### config.mk
export PLATFORM = sky130hd
export DESIGN_NAME = power_emulator_top
export DESIGN_NICKNAME = d
export VERILOG_FILES = /design/src/rtl/power_emu_pkg.sv /design/src/rtl/power_emu_ppa_kogge_stone.sv /design/src/rtl/power_emulator_top.sv
export SDC_FILE = /design/constraint.sdc
export NUM_CORES = 1
export LEC_CHECK = 0
export CAP_MARGIN = 20
export CORE_MARGIN = 2
export CORE_UTILIZATION = 55
export DETAILED_ROUTE_END_ITERATION = 16
export HOLD_SLACK_MARGIN = 0.05
export PLACE_DENSITY = 0.91
export SYNTH_ARGS = -nofsm -noshare
export SYNTH_HDL_FRONTEND = slang
export SYNTH_HIERARCHICAL = 1
export SYNTH_SLANG_ARGS = --single-unit
### constraint.sdc
create_clock -name clk -period 6.9 [get_ports clk]
set_input_delay 1.38 -clock clk [delete_from_list [all_inputs] [get_ports clk]]
set_output_delay 1.38 -clock clk [all_outputs]
set_load 0.01 [all_outputs]
### src/rtl/power_emu_pkg.sv
// Shared types, LFSR tap table, seed and sizing helpers for the power emulator.
package power_emu_pkg;

  typedef enum logic [1:0] {
    IDLE = 2'd0,
    RUN  = 2'd1,
    DONE = 2'd2
  } emu_state_t;

  localparam int LFSR_MIN_WIDTH = 2;
  localparam int LFSR_MAX_WIDTH = 16;
  localparam logic [LFSR_MAX_WIDTH-1:0] LFSR_SEED = 16'hFFFF;

  // Maximal-length feedback taps; bit k set means mask[k] feeds the XOR.
  function automatic logic [LFSR_MAX_WIDTH-1:0] lfsr_taps(input int width);
    case (width)
      2:       lfsr_taps = 16'h0003;
      3:       lfsr_taps = 16'h0006;
      4:       lfsr_taps = 16'h000C;
      5:       lfsr_taps = 16'h0014;
      6:       lfsr_taps = 16'h0030;
      7:       lfsr_taps = 16'h0060;
      8:       lfsr_taps = 16'h00B8;
      9:       lfsr_taps = 16'h0110;
      10:      lfsr_taps = 16'h0240;
      11:      lfsr_taps = 16'h0500;
      12:      lfsr_taps = 16'h0829;
      13:      lfsr_taps = 16'h100D;
      14:      lfsr_taps = 16'h2015;
      15:      lfsr_taps = 16'h6000;
      16:      lfsr_taps = 16'hD008;
      default: lfsr_taps = 16'h0000;
    endcase
  endfunction

  function automatic int power_max(input int cges, input int bits);
    return $clog2(cges) + bits;
  endfunction

  // Operand count left after a number of 3:2 compression levels.
  function automatic int csa_count(input int n, input int levels);
    int c;
    c = n;
    for (int l = 0; l < levels; l++) begin
      if (c > 2) c = 2 * (c / 3) + (c % 3);
    end
    return c;
  endfunction

  function automatic int csa_levels(input int n);
    int c;
    int l;
    c = n;
    l = 0;
    while (c > 2) begin
      c = 2 * (c / 3) + (c % 3);
      l++;
    end
    return l;
  endfunction

endpackage

### src/rtl/power_emu_ppa_kogge_stone.sv
// Kogge-Stone parallel-prefix adder, carry-in 0, carry-out discarded.
module ppa_kogge_stone #(
  parameter int WIDTH = 36
) (
  input  logic [WIDTH-1:0] a,
  input  logic [WIDTH-1:0] b,
  output logic [WIDTH-1:0] sum
);

  localparam int LEVELS = $clog2(WIDTH);

  logic [WIDTH-1:0] w_g [LEVELS+1];
  logic [WIDTH-1:0] w_p [LEVELS+1];

  assign w_g[0] = a & b;
  assign w_p[0] = a ^ b;

  // Level k merges each bit with the group 2^k positions below it.
  for (genvar k = 0; k < LEVELS; k++) begin : g_level
    localparam int DIST = 1 << k;
    for (genvar i = 0; i < WIDTH; i++) begin : g_bit
      if (i >= DIST) begin : g_merge
        assign w_g[k+1][i] = w_g[k][i] | (w_p[k][i] & w_g[k][i-DIST]);
        assign w_p[k+1][i] = w_p[k][i] & w_p[k][i-DIST];
      end else begin : g_pass
        assign w_g[k+1][i] = w_g[k][i];
        assign w_p[k+1][i] = w_p[k][i];
      end
    end
  end

  assign sum = w_p[0] ^ {w_g[LEVELS][WIDTH-2:0], 1'b0};

endmodule

### src/rtl/power_emulator_top.sv
// Cycle-based power emulator: LFSR-driven gate mask, CSA tree plus CPA into a registered sum.
// Define POWER_EMU_PPA_KS_EN to use the Kogge-Stone CPA instead of a behavioural adder.
module power_emulator_top
  import power_emu_pkg::*;
#(
  parameter  int              BITS      = 32,
  parameter  int              CGES      = 13,
  parameter  logic [BITS-1:0] CGE_POWER = 32'hFFFF_FFFF,
  localparam int              MAX       = power_max(CGES, BITS)
) (
  input  logic           clk,
  input  logic           reset_n,
  input  logic           start,
  input  logic           fin,
  output logic [MAX-1:0] result
);

  localparam int                        LEVELS    = csa_levels(CGES);
  localparam logic [LFSR_MAX_WIDTH-1:0] TAPS_FULL = lfsr_taps(CGES);
  localparam logic [CGES-1:0]           TAPS      = TAPS_FULL[CGES-1:0];
  localparam logic [CGES-1:0]           SEED      = LFSR_SEED[CGES-1:0];

  emu_state_t      r_state;
  logic [CGES-1:0] r_mask;
  logic [MAX-1:0]  r_result;

  logic            w_fb;
  logic [MAX-1:0]  w_ops [LEVELS+1][CGES];
  logic [MAX-1:0]  w_vs;
  logic [MAX-1:0]  w_vc;
  logic [MAX-1:0]  w_sum;

  assign w_fb = ^(r_mask & TAPS);

  for (genvar i = 0; i < CGES; i++) begin : g_gate
    assign w_ops[0][i] = r_mask[i] ? {{(MAX-BITS){1'b0}}, CGE_POWER} : '0;
  end

  // Each level compresses groups of three operands into a sum and a shifted carry.
  for (genvar l = 0; l < LEVELS; l++) begin : g_lvl
    localparam int N   = csa_count(CGES, l);
    localparam int G   = N / 3;
    localparam int R   = N % 3;
    localparam int NXT = 2 * G + R;
    for (genvar g = 0; g < G; g++) begin : g_csa
      assign w_ops[l+1][2*g]   = w_ops[l][3*g] ^ w_ops[l][3*g+1] ^ w_ops[l][3*g+2];
      assign w_ops[l+1][2*g+1] = {((w_ops[l][3*g]   & w_ops[l][3*g+1]) |
                                   (w_ops[l][3*g]   & w_ops[l][3*g+2]) |
                                   (w_ops[l][3*g+1] & w_ops[l][3*g+2])), 1'b0} >> 0;
    end
    for (genvar r = 0; r < R; r++) begin : g_pass
      assign w_ops[l+1][2*G+r] = w_ops[l][3*G+r];
    end
    for (genvar u = NXT; u < CGES; u++) begin : g_unused
      assign w_ops[l+1][u] = '0;
    end
  end

  assign w_vs = w_ops[LEVELS][0];
  assign w_vc = w_ops[LEVELS][1];

`ifdef POWER_EMU_PPA_KS_EN
  ppa_kogge_stone #(
    .WIDTH (MAX)
  ) u_cpa (
    .a   (w_vs),
    .b   (w_vc),
    .sum (w_sum)
  );
`else
  assign w_sum = w_vs + w_vc;
`endif

  // Run control: fin wins over start, and a finished run needs both inputs low to rearm.
  always_ff @(posedge clk) begin
    if (!reset_n) begin
      r_state  <= IDLE;
      r_result <= '0;
      r_mask   <= SEED;
    end else begin
      case (r_state)
        IDLE: begin
          if (start && !fin) begin
            r_state <= RUN;
            r_mask  <= SEED;
          end
        end
        RUN: begin
          if (fin) begin
            r_state <= DONE;
          end else begin
            r_result <= w_sum;
            r_mask   <= {r_mask[CGES-2:0], w_fb};
          end
        end
        DONE: begin
          if (!start && !fin) begin
            r_state  <= IDLE;
            r_result <= '0;
          end
        end
        default: r_state <= IDLE;
      endcase
    end
  end

  assign result = r_result;

endmodule

-- Word level (Yosys, flattened, before mapping)
Index checks and enable logic that the tools add are counted.
- RAM bits: 0
- bits in registers: 51
- ROM bits: 0
- latch bits: 0
- input port bits: 4
- memories: 0
- bitwise operators: 77
- order comparisons: 0
- shift-type cells: 0
- div/mod/pow operators: 0
- add/subtract/negate cells: 1
- reductions and logical operators: 11
- $mul: 0
- equality and inequality tests: 6
- muxes and demuxes: 23
- operator list (operator ; count):
    bitwise AND 32 bit ; 14
    two-way mux 32 bit ; 13
    bitwise OR 32 bit ; 8
    bitwise XOR 32 bit ; 8
    bitwise OR 33 bit ; 4
    bitwise AND 35 bit ; 3
    bitwise OR 35 bit ; 3
    bitwise OR 34 bit ; 3
    bitwise AND 32 x 33 -> 33 bit ; 3
    bitwise AND 33 x 32 -> 33 bit ; 3
    bitwise XOR 33 x 32 -> 33 bit ; 3
    two-way mux 36 bit ; 2
    case mux 36 bit (2 select lines) ; 1
    bitwise AND 33 x 34 -> 34 bit ; 2
    bitwise AND 34 x 33 -> 34 bit ; 2
    bitwise AND 34 bit ; 2
    bitwise XOR 34 x 33 -> 34 bit ; 2
    bitwise AND 33 bit ; 2
    bitwise OR 33 x 32 -> 33 bit ; 2
    bitwise XOR 32 x 33 -> 33 bit ; 2
    adder 36 bit ; 1
    bitwise XOR 35 x 36 -> 36 bit ; 1
    bitwise XOR 36 x 35 -> 36 bit ; 1
    bitwise AND 34 x 35 -> 35 bit ; 1
    other kinds (21) ; 32

-- Logic depth before layout (Yosys ltp)
- word-level depth: 19
- depth in mapped cells: 22

-- Worst setup path before layout
OpenSTA, ideal clock, no wires.
- path type: register to register
- from: reg r_mask[0]
- to: reg r_result[32], in the netlist result[32]
- arrival: 5.465 ns
- clock period less this slack: 5.530 ns
- buffers on the path: 1
- stages on the path, launching flop included: 21
- data required time: 6.835 ns
- library setup time: 0.065 ns
- slack: 1.370 ns
- path through: dfxtp_1 fa_1 inv_1 fa_1 buf_2 inv_1 fa_1 inv_1 fa_1 fa_1 inv_1 ha_1 fa_1 a21o_1 a21o_1 fa_1 fa_1 xnor2_1 nor4b_1 a21oi_1 nor2b_1
- cells in the longest elaborated chain, start to end: 19
- elaborated cells between the ends (all ways): 38
- RTL lines (element ; RTL line ; RTL):
    start: declaration ; power_emulator_top.sv:24 ; logic [CGES-1:0] r_mask;
    start signal: assignment ; power_emulator_top.sv:93 ; r_mask <= {r_mask[CGES-2:0], w_fb};
    two-way mux 32 bit (*) ; power_emulator_top.sv:36 ; assign w_ops[0][i] = r_mask[i] ? {{(MAX-BITS){1'b0}}, CGE_POWER} : '0;
    bitwise AND 32 bit, on equally long branches ; power_emulator_top.sv:47, power_emulator_top.sv:48 ;
    bitwise OR 32 bit ; power_emulator_top.sv:47 ; assign w_ops[l+1][2*g+1] = {((w_ops[l][3*g] & w_ops[l][3*g+1]) |
    bitwise OR 32 bit ; power_emulator_top.sv:48 ; (w_ops[l][3*g] & w_ops[l][3*g+2]) |
    bitwise AND 32 x 33 -> 33 bit ; power_emulator_top.sv:47 ;
    bitwise OR 33 x 32 -> 33 bit ; power_emulator_top.sv:47 ;
    bitwise OR 33 bit ; power_emulator_top.sv:48 ;
    bitwise AND 33 x 34 -> 34 bit ; power_emulator_top.sv:47 ;
    [... 3 more ...] ; -- ;
    bitwise OR 35 x 34 -> 35 bit ; power_emulator_top.sv:47 ;
    bitwise OR 35 bit ; power_emulator_top.sv:48 ;
    bitwise AND 35 bit ; power_emulator_top.sv:47 ;
    bitwise OR 35 bit ; power_emulator_top.sv:47 ;
    bitwise OR 35 bit ; power_emulator_top.sv:48 ;
    adder 36 bit (*) ; power_emulator_top.sv:71 ; assign w_sum = w_vs + w_vc;
    two-way mux 36 bit (*) ; power_emulator_top.sv:89 ; if (fin) begin
    case mux 36 bit (2 select lines) (*) ; power_emulator_top.sv:81 ; case (r_state)
    end signal: assignment ; power_emulator_top.sv:92 ; r_result <= w_sum;
    end: declaration ; power_emulator_top.sv:25 ; logic [MAX-1:0] r_result;
Mark *: on every way between the ends. The rest lies on a longest branch, timed or not. The select of a mux whose other input is x is not followed.
A chain may end at the register's enable or synchronous reset.

-- Final worst setup path
Same ends and word-level chain as after synthesis.

==> flow_metrics.env <==
export IMPL_dr_wl_met2_um=3280
export IMPL_grt_pass1_vias=2386
export IMPL_antenna_found_initial=0
export IMPL_worstPathCellList="fa_1 -> inv_1 -> fa_1 -> inv_1 -> fa_1 -> inv_1 -> fa_1 -> fa_1 -> inv_1 -> ha_1 -> fa_1 -> a21o_1 -> a21o_1 -> fa_1 -> fa_1 -> xnor2_1 -> nor4b_1 -> a21oi_1 -> nor2b_1"
export IMPL_cp_slowest_cell="fa_1"
export IMPL_drt_vias_per_instance=5.70
export IMPL_synth_flop_cell="dfxtp_1"
export IMPL_ys_ff_latch=41
export IMPL_p_seq_share_pct=49.1
export IMPL_outcome="finished clean"
export IMPL_drtPass1Iterations=5
export IMPL_fin_crit_ps=6010
export IMPL_ys_warn_count=6
export IMPL_die_w_um=78.9
export IMPL_cp_end_kind="flip-flop"
export IMPL_placed_area_sq_um=3420
export IMPL_nets=396
export IMPL_crit_top_cell="fa_1"
export IMPL_grt_max_degree=27
export IMPL_avgSynthCellArea_sq_um=9.49
export IMPL_comb_power_share_pct=12.0
export IMPL_die_h_um=78.9
export IMPL_routed_top_layer="met4"
export IMPL_fin_setup_tns_ps=0
export IMPL_cts_sinks=41
export IMPL_grtUsageTotal_pct=22.0
export IMPL_synth_edf_count=0
export IMPL_synth_fp_nets=376
export IMPL_internal_power_mw=0.380
export IMPL_numPortBuffers=39
export IMPL_p_leak_nw=1.39
export IMPL_fin_area_sq_um=3530
export IMPL_drt_iter0_markers=148
export IMPL_antenna_left=0
export IMPL_criticalPathCategory="flip-flop to flip-flop"
export IMPL_fmax_mhz=166
export IMPL_rsz0062_at_grt="no"
export IMPL_worstPathRequired_ps=7130
export IMPL_die_area_sq_um=6220
export IMPL_synth_async_reset_ratio_pct=0
export IMPL_worstSkewPairLatency_ps=290
export IMPL_synth_seq_area_share_pct=26.6
export IMPL_cts_tree="done"
export IMPL_drv_cap=0
export IMPL_ys_top_cells_by_area="dfxtp_1 (27%), fa_1 (19%), ha_1 (7.3%)"
export IMPL_tritoncts_num_buffers=5
export IMPL_post_cts_resize_count=0
export IMPL_area_growth_pct=14.4
export IMPL_ctsHtreeMaxLevel=2
export IMPL_fin_skew_ps=5.30
export IMPL_power_total_mw=0.502
export IMPL_path_clk_slew_ps=80
export IMPL_hpwlAfterDp_um=4770
export IMPL_drive_gt1_share_pct=5.20
export IMPL_synth_commonest_cells="dfxtp_1 (41), fa_1 (29), inv_1 (29), nor2b_1 (29)"
export IMPL_dr_wl_met3_um=271
export IMPL_ir_drop_uv=154
export IMPL_netSwitchingFraction_pct=24.3
export IMPL_path_max_fanout=10
export IMPL_slew_violations=0
export IMPL_clockBufferDepth=2
export IMPL_synth_area_sq_um=3080
export IMPL_worstMarginPinSlew_ps=955
export IMPL_p_per_area_nw_per_um2=142
export IMPL_worstPathArrival_ps=6240
export IMPL_drt_met1_wl_um=2820
export IMPL_p_clk_share_pct=38.9
export IMPL_n_antenna_cell=0
export IMPL_rows=27
export IMPL_gp_congestion=0.821
export IMPL_synth_cells=325
export IMPL_fp_coreArea_sq_um=5470
export IMPL_startpoint_type="flip-flop"
export IMPL_boundaryPins=40
export IMPL_crit_path_max_incr_delay_ps=730
export IMPL_routed_wl_um=6480
export IMPL_via_count=2384
export IMPL_wl_per_cell_um=15.5
export IMPL_yosysTopAreaCellShare_pct=26.6
export IMPL_gr_total_overflow=0
export IMPL_relSlewSlack_pct=36.3
export IMPL_multi_input_comb_area_sq_um=1990
export IMPL_cts_post_setup_buffers_inserted=0
export IMPL_start_util_pct=56.4
export IMPL_min_period_over_period_pct=87.1
export IMPL_hold_violations=0
export IMPL_clock_root_buffer="clkbuf_8"
export IMPL_synth_most_common_cell="dfxtp_1"
export IMPL_ctsHoldBuffers=0
export IMPL_yosysTopAreaCell="dfxtp_1"
export IMPL_drc=0
export IMPL_finalSetupViolCount=0
export IMPL_seqCellArea_sq_um=821
export IMPL_ys_types=48
export IMPL_hp_class="flip-flop to flip-flop"
export IMPL_grt_pass1_wl_um=11000
export IMPL_nFillCells=440
export IMPL_p_switching_mw=0.122
## kinds of logic (layout without fill, tap and decap cells)
kind of cell / count (synthesis) / count (layout) / synth area share (%)
adder cells (fa/ha/maj): 49 / 49 / 26.8
flip-flops: 41 / 41 / 26.6
AO/OA/AOI/OAI: 80 / 80 / 17.7
XOR/XNOR: 18 / 18 / 5.60
buffers and inverters: 57 / 78 / 9.05
AND/OR/NAND/NOR: 80 / 80 / 14.2
## flip-flops by register name, summed over array words and instances, names as in the netlist
| signal | cells |
|---|---|
| result | 26 |
| r_state | 2 |
| r_mask | 13 |
## power groups by stage
| stage | Clock, mW | Combinational (mW) | Sequential, mW |
|---|---|---|---|
| 6_report | 0.195 | 0.0602 | 0.247 |
| 2_1_floorplan | 0 | 0.0369 | 0.254 |
| 5_1_grt | 0.208 | 0.0660 | 0.247 |
| 3_3_place_gp | 0 | 0.0572 | 0.252 |
| 4_1_cts | 0.199 | 0.0603 | 0.247 |
| 3_5_place_dp | 0 | 0.0597 | 0.252 |
## stage by stage
stage               utilization (%)  hold WS [ps]  cells  setup WS (ps)
global placement               62.4           489    410           1150
detailed placement             62.4           497    410            981
CTS                            64.5           518    418            921
global route                   64.5           529    418            646
finish                         64.5           522    418            889
floorplan                         -           466    325           1370
## path summary, 6_finish.rpt
kind / to / start / slack, ps / cells past startpoint
worst max-delay path: result[32] / r_mask[0] / 890 / 19
worst min-delay path: r_mask[5] / r_mask[4] / 520 / 2
worst max register to register: result[32] / r_mask[0] / 890 / 19
worst min register to register: r_mask[5] / r_mask[4] / 520 / 2
## area by class of cell
| cell class | instances | area share [%] |
|---|---|---|
| Multi-Input combinational cell | 227 | 56.5 |
| Sequential cell | 41 | 23.3 |
| Clock buffer | 6 | 2.06 |
| Inverter | 29 | 3.09 |
| Tap cell | 72 | 2.55 |
| Clock inverter | 2 | 1.10 |
| Timing Repair Buffer | 41 | 11.5 |
## layout by cell type, fill, tap and decap left out, types with 2 or more instances in the layout
cell / count
dfxtp_1: 41
clkdlybuf4s50_1: 39
inv_1: 29
nor2b_1: 29
fa_1: 29
nand2_1: 18
a22oi_1: 18
ha_1: 18
o22ai_1: 13
nor2_1: 12
xnor2_1: 11
o21ai_0: 11
a21oi_1: 10
a21o_1: 8
a2bb2oi_1: 5
clkbuf_8: 5
xor2_1: 4
nand2b_1: 4
xor2_2: 3
o211ai_1: 3
nor3_2: 2
o21a_1: 2
o21bai_1: 2
or3_1: 2
a31oi_1: 2
nand3_1: 2
buf_4: 2
## per-layer routing
layer | up-vias | global-route usage, %
met2 | 61 | 38.5
li1 | 1125 | -
met5 | - | 0
met4 | 0 | 5.69
met3 | 17 | 3.30
met1 | 1181 | 28.6
## worst max-delay path, delay by kind of cell, from the launching register on
kind / cells / cell delay (ps)
buffers and inverters: 4 / 320
AOI/OAI and AO/OA: 3 / 540
xor gates and xnor gates: 1 / 150
DFF: 1 / 360
adders and majority gates: 9 / 4190
and+or+nand+nor: 2 / 390
Note: power is estimated with default switching activity, not from simulation.
